File: config.mk
export PLATFORM = sky130hd
export DESIGN_NAME = vga_timing_gen_flat
export DESIGN_NICKNAME = d
export VERILOG_FILES = /design/src/rtl/vga_pkg.sv /design/src/rtl/vga_timing_gen_if.sv /design/src/rtl/vga_axis_counter.sv /design/src/rtl/vga_timing_gen.sv /design/src/flat_wrapper.sv
export SDC_FILE = /design/constraint.sdc
export NUM_CORES = 1
export LEC_CHECK = 0
export CORE_MARGIN = 2
export CORE_UTILIZATION = 52
export DETAILED_ROUTE_END_ITERATION = 12
export GPL_TIMING_DRIVEN = 0
export PLACE_DENSITY = 0.91
export SKIP_LAST_GASP = 1
export SYNTH_ARGS = -nofsm -noshare
export SYNTH_HDL_FRONTEND = slang
export SYNTH_HIERARCHICAL = 1
export SYNTH_SLANG_ARGS = --single-unit
File: constraint.sdc
create_clock -name clk -period 3.44 [get_ports clk]
set_clock_uncertainty 0.1 [all_clocks]
set_input_delay 0.688 -clock clk [delete_from_list [all_inputs] [get_ports clk]]
set_output_delay 0.688 -clock clk [all_outputs]
set_load 0.005 [all_outputs]
File: src/rtl/vga_pkg.sv
// Shared VGA timing constants and helpers for the raster engine.
package vga_pkg;

  // 640x480@60, 25.175 MHz pixel clock
  localparam int VGA640_H_ACTIVE = 640;
  localparam int VGA640_H_FP     = 16;
  localparam int VGA640_H_SYNC   = 96;
  localparam int VGA640_H_BP     = 48;
  localparam int VGA640_V_ACTIVE = 480;
  localparam int VGA640_V_FP     = 10;
  localparam int VGA640_V_SYNC   = 2;
  localparam int VGA640_V_BP     = 33;

  // 800x600@60, 40 MHz pixel clock, positive syncs
  localparam int VGA800_H_ACTIVE = 800;
  localparam int VGA800_H_FP     = 40;
  localparam int VGA800_H_SYNC   = 128;
  localparam int VGA800_H_BP     = 88;
  localparam int VGA800_V_ACTIVE = 600;
  localparam int VGA800_V_FP     = 1;
  localparam int VGA800_V_SYNC   = 4;
  localparam int VGA800_V_BP     = 23;

  function automatic int vga_total(input int a, input int b, input int c, input int d);
    return a + b + c + d;
  endfunction

endpackage

File: src/rtl/vga_timing_gen_if.sv
// Window/select controls in, video timing and colour out.
interface vga_timing_gen_if #(
  parameter int CW      = 11,
  parameter int COLOR_W = 4
);
  logic [CW-1:0]      win_x0;
  logic [CW-1:0]      win_x1;
  logic [CW-1:0]      win_y0;
  logic [CW-1:0]      win_y1;
  logic               sel_r;
  logic               sel_g;
  logic               sel_b;
  logic               hs;
  logic               vs;
  logic               de;
  logic [CW-1:0]      x;
  logic [CW-1:0]      y;
  logic [COLOR_W-1:0] r;
  logic [COLOR_W-1:0] g;
  logic [COLOR_W-1:0] b;
  logic               frame_start;

  modport master (
    output win_x0, win_x1, win_y0, win_y1, sel_r, sel_g, sel_b,
    input  hs, vs, de, x, y, r, g, b, frame_start
  );

  modport slave (
    input  win_x0, win_x1, win_y0, win_y1, sel_r, sel_g, sel_b,
    output hs, vs, de, x, y, r, g, b, frame_start
  );
endinterface

File: src/rtl/vga_axis_counter.sv
// One raster axis: counts 0..TOTAL-1 on enable and flags the last position.
module vga_axis_counter #(
  parameter int W     = 11,
  parameter int TOTAL = 800
) (
  input  logic         clk,
  input  logic         rst,
  input  logic         en,
  output logic [W-1:0] cnt,
  output logic         term
);
  localparam logic [W-1:0] LAST = W'(TOTAL - 1);

  assign term = (cnt == LAST);

  always_ff @(posedge clk) begin
    if (rst)
      cnt <= '0;
    else if (en)
      cnt <= term ? '0 : cnt + W'(1);
  end
endmodule

File: src/rtl/vga_timing_gen.sv
// VGA raster engine: pixel divider, H/V counters, sync/DE generation and
// a frame-synchronous windowed solid-colour fill, all outputs registered.
module vga_timing_gen
  import vga_pkg::*;
#(
  parameter int CLK_DIV  = 2,
  parameter int H_ACTIVE = VGA640_H_ACTIVE,
  parameter int H_FP     = VGA640_H_FP,
  parameter int H_SYNC   = VGA640_H_SYNC,
  parameter int H_BP     = VGA640_H_BP,
  parameter int V_ACTIVE = VGA640_V_ACTIVE,
  parameter int V_FP     = VGA640_V_FP,
  parameter int V_SYNC   = VGA640_V_SYNC,
  parameter int V_BP     = VGA640_V_BP,
  parameter bit HS_POL   = 1'b0,
  parameter bit VS_POL   = 1'b0,
  parameter int COLOR_W  = 4,
  parameter int CW       = 11
) (
  input logic             clk,
  input logic             rst,
  vga_timing_gen_if.slave vif
);
  localparam int H_TOTAL = vga_total(H_ACTIVE, H_FP, H_SYNC, H_BP);
  localparam int V_TOTAL = vga_total(V_ACTIVE, V_FP, V_SYNC, V_BP);
  localparam logic [CW-1:0] H_ACT  = CW'(H_ACTIVE);
  localparam logic [CW-1:0] V_ACT  = CW'(V_ACTIVE);
  localparam logic [CW-1:0] HS_BEG = CW'(H_ACTIVE + H_FP);
  localparam logic [CW-1:0] HS_END = CW'(H_ACTIVE + H_FP + H_SYNC);
  localparam logic [CW-1:0] VS_BEG = CW'(V_ACTIVE + V_FP);
  localparam logic [CW-1:0] VS_END = CW'(V_ACTIVE + V_FP + V_SYNC);
  localparam int DW = (CLK_DIV > 1) ? $clog2(CLK_DIV) : 1;

  logic               pix_ce;
  logic [CW-1:0]      hc, vc;
  logic               h_term, v_term;
  logic [CW-1:0]      sx0, sx1, sy0, sy1;
  logic               active, in_win, hs_n, vs_n;
  logic [COLOR_W-1:0] r_n, g_n, b_n;

  generate
    if (CLK_DIV == 1) begin : g_nodiv
      assign pix_ce = 1'b1;
    end else begin : g_div
      logic [DW-1:0] div;
      assign pix_ce = (div == DW'(CLK_DIV - 1));
      always_ff @(posedge clk) begin
        if (rst || pix_ce) div <= '0;
        else               div <= div + DW'(1);
      end
    end
  endgenerate

  vga_axis_counter #(.W(CW), .TOTAL(H_TOTAL)) u_hcnt (
    .clk(clk), .rst(rst), .en(pix_ce), .cnt(hc), .term(h_term)
  );

  vga_axis_counter #(.W(CW), .TOTAL(V_TOTAL)) u_vcnt (
    .clk(clk), .rst(rst), .en(pix_ce & h_term), .cnt(vc), .term(v_term)
  );

  assign active = (hc < H_ACT) && (vc < V_ACT);
  assign in_win = active && (hc >= sx0) && (hc <= sx1) && (vc >= sy0) && (vc <= sy1);
  assign hs_n   = ((hc >= HS_BEG) && (hc < HS_END)) ? HS_POL : ~HS_POL;
  assign vs_n   = ((vc >= VS_BEG) && (vc < VS_END)) ? VS_POL : ~VS_POL;

  always_comb begin
    r_n = '0;
    g_n = '0;
    b_n = '0;
    if (in_win) begin
      if (vif.sel_r)      r_n = '1;
      else if (vif.sel_g) g_n = '1;
      else if (vif.sel_b) b_n = '1;
    end
  end

  always_ff @(posedge clk) begin
    if (rst) begin
      vif.hs          <= ~HS_POL;
      vif.vs          <= ~VS_POL;
      vif.de          <= 1'b0;
      vif.x           <= '0;
      vif.y           <= '0;
      vif.r           <= '0;
      vif.g           <= '0;
      vif.b           <= '0;
      vif.frame_start <= 1'b0;
      sx0 <= '0;
      sx1 <= '0;
      sy0 <= '0;
      sy1 <= '0;
    end else begin
      vif.frame_start <= pix_ce && (hc == '0) && (vc == '0);
      if (pix_ce) begin
        vif.hs <= hs_n;
        vif.vs <= vs_n;
        vif.de <= active;
        vif.x  <= active ? hc : '0;
        vif.y  <= active ? vc : '0;
        vif.r  <= r_n;
        vif.g  <= g_n;
        vif.b  <= b_n;
        // Window only moves between frames so a live update cannot tear the image.
        if (h_term && v_term) begin
          sx0 <= vif.win_x0;
          sx1 <= vif.win_x1;
          sy0 <= vif.win_y0;
          sy1 <= vif.win_y1;
        end
      end
    end
  end
endmodule

File: src/flat_wrapper.sv
// flat-port wrapper written by rule: the top's interface ports become plain ports
module vga_timing_gen_flat import vga_pkg::*;
#(
  parameter int CLK_DIV  = 2,
  parameter int H_ACTIVE = VGA640_H_ACTIVE,
  parameter int H_FP     = VGA640_H_FP,
  parameter int H_SYNC   = VGA640_H_SYNC,
  parameter int H_BP     = VGA640_H_BP,
  parameter int V_ACTIVE = VGA640_V_ACTIVE,
  parameter int V_FP     = VGA640_V_FP,
  parameter int V_SYNC   = VGA640_V_SYNC,
  parameter int V_BP     = VGA640_V_BP,
  parameter bit HS_POL   = 1'b0,
  parameter bit VS_POL   = 1'b0,
  parameter int COLOR_W  = 4,
  parameter int CW       = 11
)
  (clk, rst, vif_win_x0, vif_win_x1, vif_win_y0, vif_win_y1, vif_sel_r, vif_sel_g, vif_sel_b, vif_hs, vif_vs, vif_de, vif_x, vif_y, vif_r, vif_g, vif_b, vif_frame_start);
  vga_timing_gen_if #(.CW(CW), .COLOR_W(COLOR_W)) vif_i ();
  input logic clk;
  input logic rst;
  input wire logic [$bits(vif_i.win_x0)-1:0] vif_win_x0;
  input wire logic [$bits(vif_i.win_x1)-1:0] vif_win_x1;
  input wire logic [$bits(vif_i.win_y0)-1:0] vif_win_y0;
  input wire logic [$bits(vif_i.win_y1)-1:0] vif_win_y1;
  input wire logic [$bits(vif_i.sel_r)-1:0] vif_sel_r;
  input wire logic [$bits(vif_i.sel_g)-1:0] vif_sel_g;
  input wire logic [$bits(vif_i.sel_b)-1:0] vif_sel_b;
  output wire logic [$bits(vif_i.hs)-1:0] vif_hs;
  output wire logic [$bits(vif_i.vs)-1:0] vif_vs;
  output wire logic [$bits(vif_i.de)-1:0] vif_de;
  output wire logic [$bits(vif_i.x)-1:0] vif_x;
  output wire logic [$bits(vif_i.y)-1:0] vif_y;
  output wire logic [$bits(vif_i.r)-1:0] vif_r;
  output wire logic [$bits(vif_i.g)-1:0] vif_g;
  output wire logic [$bits(vif_i.b)-1:0] vif_b;
  output wire logic [$bits(vif_i.frame_start)-1:0] vif_frame_start;
  assign vif_i.win_x0 = vif_win_x0;
  assign vif_i.win_x1 = vif_win_x1;
  assign vif_i.win_y0 = vif_win_y0;
  assign vif_i.win_y1 = vif_win_y1;
  assign vif_i.sel_r = vif_sel_r;
  assign vif_i.sel_g = vif_sel_g;
  assign vif_i.sel_b = vif_sel_b;
  assign vif_hs = vif_i.hs;
  assign vif_vs = vif_i.vs;
  assign vif_de = vif_i.de;
  assign vif_x = vif_i.x;
  assign vif_y = vif_i.y;
  assign vif_r = vif_i.r;
  assign vif_g = vif_i.g;
  assign vif_b = vif_i.b;
  assign vif_frame_start = vif_i.frame_start;
  vga_timing_gen #(.CLK_DIV(CLK_DIV), .H_ACTIVE(H_ACTIVE), .H_FP(H_FP), .H_SYNC(H_SYNC), .H_BP(H_BP), .V_ACTIVE(V_ACTIVE), .V_FP(V_FP), .V_SYNC(V_SYNC), .V_BP(V_BP), .HS_POL(HS_POL), .VS_POL(VS_POL), .COLOR_W(COLOR_W), .CW(CW)) u_core (.clk(clk), .rst(rst), .vif(vif_i));
endmodule
Yosys cells after proc, flatten, opt, wreduce, memory -nomap -nowiden --
Index checks and enable logic that the tools add are counted.
Word-level totals: RAM bits 0, input port bits 49, memories 0, bits in read-only memories 0, bits in latches 0, output and inout port bits 38, register bits after elaboration 105
Cells by class: magnitude comparators 10, reduce and logical (&&, ||, !) cells 14, $mul 0, div/mod/pow operators 0, bitwise operators 1, add/subtract/negate cells 3, shifts and indexed selects 0, multiplexer cells 15, equality and inequality tests 2
Operators with widths (number):
- two-way mux 11 bit | 4
- two-way mux 4 bit | 9
- adder 11 x 1 -> 11 bit (second input constant) | 2
- == test 11 x 10 -> 1 bit (second input constant) | 2
- greater-or-equal comparator 11 bit | 2
- <= comparator 11 bit | 2
- zero test 11 bit | 2
- less-than comparator 11 x 10 -> 1 bit (second input constant) | 2
- less-than comparator 11 x 9 -> 1 bit (second input constant) | 2
- greater-or-equal comparator 11 x 10 -> 1 bit (second input constant) | 1
- greater-or-equal comparator 11 x 9 -> 1 bit (second input constant) | 1
- logical AND 1 bit | 10
- two-way mux 1 bit | 2
- AND reduction 2 bit | 1
- adder 1 bit (second input constant) | 1
- AND 1 bit | 1
- logical OR 1 bit | 1

Depth between registers and ports, before layout --
depth after elaboration 7, mapped depth 9, mapped depth without buffers 8

Hierarchy --
Netlist, hierarchy kept.
By module, submodules not included:
- vga_timing_gen | seq. area each 1481.4 sq um, times used 1, cells each 437, area an instance 3653.5 sq um
- vga_axis_counter (u_core.u_vcnt) | seq. area each 220.2 sq um, times used 1, cells each 58, area an instance 521.8 sq um
- vga_axis_counter (u_core.u_hcnt) | seq. area each 220.2 sq um, times used 1, cells each 56, area an instance 515.5 sq um

Worst setup path after synthesis --
OpenSTA, ideal clock, no wires.
path kind register to register, start point register u_core.u_hcnt.cnt[5], end point register u_core.u_vcnt.cnt[10], required time 3226 ps, arrival time 2198 ps, stages on the path, launching flop included 9, path buffers 1, clock period less this slack 2412 ps, slack 1028 ps, path through dfxtp_1 -> or4_4 -> nor3_1 -> and2_1 -> clkbuf_1 -> nand2_1 -> or4_1 -> xor2_1 -> nor2_1
On the way: cells in the longest elaborated chain, start to end 2
Ends and longest elaborated chain:
- from (decl) | line vga_axis_counter.sv:9 | output logic [W-1:0] cnt,
- from (signal assigned) | line vga_axis_counter.sv:20 | cnt <= term ? '0 : cnt + W'(1);
- == test 11 x 10 -> 1 bit | line vga_axis_counter.sv:14 | assign term = (cnt == LAST);
- net u_core.h_term | line vga_timing_gen.sv:36 | logic h_term, v_term;
- AND 1 bit | line vga_timing_gen.sv:59 | .clk(clk), .rst(rst), .en(pix_ce & h_term), .cnt(vc), .term(v_term)
- to (signal assigned) | line vga_axis_counter.sv:20
- to (decl) | line vga_axis_counter.sv:9
The timed path passes the listed nets, and every way through them passes these cells. A chain may end at the register's enable or synchronous reset.

Worst setup path in the final report --
Ends and elaborated chain as after synthesis.

==> results.json <==
{
  "pwr_density_cell_nw_per_um2": 338,
  "syn_nets": 647,
  "cts-hold-fix-buffers": 0,
  "clock-root-buffer": "clkbuf_8",
  "clock-sinks": 96,
  "outcome": "complete, no violations",
  "seqPwrFrac_pct": 56.9,
  "slew_headroom_pct": 33.9,
  "rows": 34,
  "r2r_slack_ps": 660,
  "wirelength_um": 11500,
  "fin_crit_sh_pct": 80.8,
  "wl_per_cell_um": 15.2,
  "yosysWarnings": 6,
  "core_um2": 8720,
  "p_int_w": 0.00154,
  "hold_class": "register to register",
  "vias_per_cell": 5.78,
  "finalSetupTns_ps": 0,
  "pwr-share-clk_pct": 36.0,
  "final_core_util_pct": 67.3,
  "syn_area_um2": 4690,
  "initial_utilization_pct": 53.8,
  "drive_gt1_share_pct": 5.06,
  "p_leak_nw": 2.19,
  "portBuffers": 86,
  "ys_types": 47,
  "ys.flop_type": "dfxtp_1",
  "min_period_ps": 2780,
  "worst_pin_slew_ps": 979,
  "peakVddDrop_uv": 180,
  "syn_area_per_cell_um2": 8.51,
  "grt-ovfl-total": 0,
  "postCtsSetupBuffers": 0,
  "route.detailed.drc": 0,
  "antenna_found_initial": 0,
  "drv_slew": 0,
  "cts.clk_slew.worst_paths_ps": 90,
  "end_kind": "register",
  "vias": 4393,
  "finalSetupViolCount": 0,
  "h-tree-depth": 3,
  "r2r-start": "u_core/u_hcnt/cnt[5]",
  "critPathKind": "register to register",
  "cp.required_ps": 3640,
  "grt_max_degree": 16,
  "drtAntennaViolNets": 0,
  "diodes": 0,
  "clk_latency_ps": 360,
  "worstHoldPathCells": 2,
  "cts_tree": "built",
  "place_congestion": 0.893,
  "area_delta_synth_final_pct": 25.2,
  "dieArea_um2": 9800,
  "critPathMaxFanout": 13,
  "rr_worst_depth": 8,
  "cap_violations": 0,
  "die_h_um": 99.0,
  "hold_viol_final": 0,
  "ys_async_sr_fraction_pct": 0,
  "arrival_ps": 2980,
  "numCtsBuffers": 9,
  "place_hpwl_um": 8570,
  "grt_pass1_wl_um": 18800,
  "synth_edf_count": 0,
  "combPwrFrac_pct": 7.2,
  "layout_commonest_cell": "nand2_1",
  "cts_resized": 0,
  "rsz0062_at_grt": "false",
  "nNetsFinal": 744,
  "ys_ff_latch": 96,
  "p_sw_share_pct": 22.2,
  "startpoint_type": "register",
  "syn_inst": 551,
  "synth-seq-area-share_pct": 41.0,
  "mostFrequentLayoutCells": "nand2_1, dfxtp_1, clkdlybuf4s50_1, a21oi_1, ha_1",
  "pin_count": 87,
  "p_switching_w": 0.000440,
  "cts_buffer_depth": 2,
  "holdPathEnd": "u_core/sx1[9]",
  "first_global_vias": 4139,
  "grt_usage_pct": 23.5,
  "hold_path_startpoint": "u_core/sx1[9]",
  "drt-initial-drc-count": 368,
  "first_pass_iters": 5,
  "r2r-end": "u_core/u_vcnt/cnt[10]",
  "die_w_um": 99.0,
  "fmax_mhz": 360
}
-- per-layer routing --
metal / vias to the layer above / track usage, % / share of wire [%]
met1: 2063 / 28.4 / 41
met2: 190 / 41.2 / 49
met5: - / 0 / 0
li1: 2107 / - / -
met3: 33 / 4.54 / 7.3
met4: 0 / 9.06 / 2.5
-- logic make-up after synthesis --
group	Yosys count	synth area share (%)
buffers and inverters	76	7.07
xor gates and xnor gates	14	2.61
DFF	96	41.0
AOI/OAI and AO/OA	122	16.7
and+or+nand+nor	194	19.7
muxes	2	0.427
adders and majority gates	47	12.5
-- sequential cells by signal (all words and copies together), names as in the netlist, 11 cells and up --
| name | cells |
|---|---|
| u_core/sx0 | 11 |
| u_core/sx1 | 11 |
| u_core/sy0 | 11 |
| u_core/sy1 | 11 |
| u_core/u_hcnt/cnt | 11 |
| u_core/u_vcnt/cnt | 11 |
| u_core/vif.x | 11 |
| u_core/vif.y | 11 |
-- how the worst max path moves through the flow --
stage                                    start                    end  slack, ps  cells after the start
after floorplan           u_core/u_hcnt/cnt[5]  u_core/u_vcnt/cnt[10]       1030                      8
after global placement                     rst        u_core/vif.r[2]        760                      5
after detailed placement  u_core/u_hcnt/cnt[5]  u_core/u_vcnt/cnt[10]        710                      8
after CTS                 u_core/u_hcnt/cnt[5]  u_core/u_vcnt/cnt[10]        690                      8
after global routing      u_core/u_hcnt/cnt[5]  u_core/u_vcnt/cnt[10]        530                      8
final                     u_core/u_hcnt/cnt[5]  u_core/u_vcnt/cnt[10]        660                      8
-- critical path: stages, from the launching register on --
cell and delay (ps):
dfxtp_1 480, or4_4 600, nor3_1 240, and2_1 190, clkbuf_1 300, nand2_1 130
or4_1 430, xor2_1 160, nor2_1 90
-- power by group through the flow --
| stage | Clock (W) | Combinational, W | Sequential, W |
|---|---|---|---|
| floorplan | 0 | 0.0000534 | 0.00115 |
| global placement | 0 | 0.000136 | 0.00115 |
| detailed placement | 0 | 0.000141 | 0.00115 |
| CTS | 0.000723 | 0.000142 | 0.00113 |
| global route | 0.000766 | 0.000154 | 0.00113 |
| finish | 0.000713 | 0.000143 | 0.00113 |
-- stage by stage --
step | power (W) | area (um^2) | setup slack [ps] | std cells | hold WS, ps
detailed placement | 0.00129 | 5690 | 711 | 745 | 347
global route | 0.00205 | 5870 | 528 | 760 | 379
global placement | 0.00129 | 5690 | 763 | 745 | 343
CTS | 0.00199 | 5870 | 686 | 760 | 362
floorplan | 0.00120 | 4690 | 1030 | 551 | 336
finish | 0.00198 | 5870 | 662 | 760 | 360
-- final cells by class --
class | count | area [um^2]
buffer | 30 | 159
multi-input combinational | 379 | 2440
clock inverter | 4 | 55.1
fill | 666 | 2850
tap | 108 | 135
clock buffer | 11 | 131
sequential | 96 | 1920
timing repair buffer | 86 | 861
inverter | 46 | 173
-- cells in the mapped netlist (2+ instances only) --
| cell type | n | share of area [%] |
|---|---|---|
| nand2_1 | 102 | 8.2 |
| dfxtp_1 | 96 | 41 |
| a21oi_1 | 65 | 6.9 |
| ha_1 | 47 | 13 |
| inv_1 | 46 | 3.7 |
| nor2_1 | 20 | 1.6 |
| a22o_1 | 19 | 3.5 |
| clkbuf_1 | 16 | 1.3 |
| nand4_1 | 16 | 2.1 |
| nand3_1 | 13 | 1.4 |
| o21ai_0 | 11 | 1.2 |
| buf_4 | 9 | 1.4 |
| nor3_1 | 8 | 0.85 |
| xor2_1 | 8 | 1.5 |
| a21o_1 | 7 | 1.1 |
| or4_1 | 6 | 0.96 |
| xnor2_1 | 6 | 1.1 |
| and2_1 | 4 | 0.53 |
| buf_2 | 4 | 0.43 |
| nor4_1 | 4 | 0.53 |
| o31ai_1 | 4 | 0.64 |
| a41o_1 | 3 | 0.64 |
| and3_1 | 3 | 0.40 |
| o21ai_1 | 3 | 0.32 |
| or3_1 | 3 | 0.40 |
| a211oi_1 | 2 | 0.32 |
| and4_1 | 2 | 0.37 |
| mux2i_1 | 2 | 0.43 |
| nand2b_1 | 2 | 0.27 |
| nand3b_1 | 2 | 0.32 |
| nand4b_1 | 2 | 0.37 |
No activity file was read; power rests on OpenSTA's default activity.
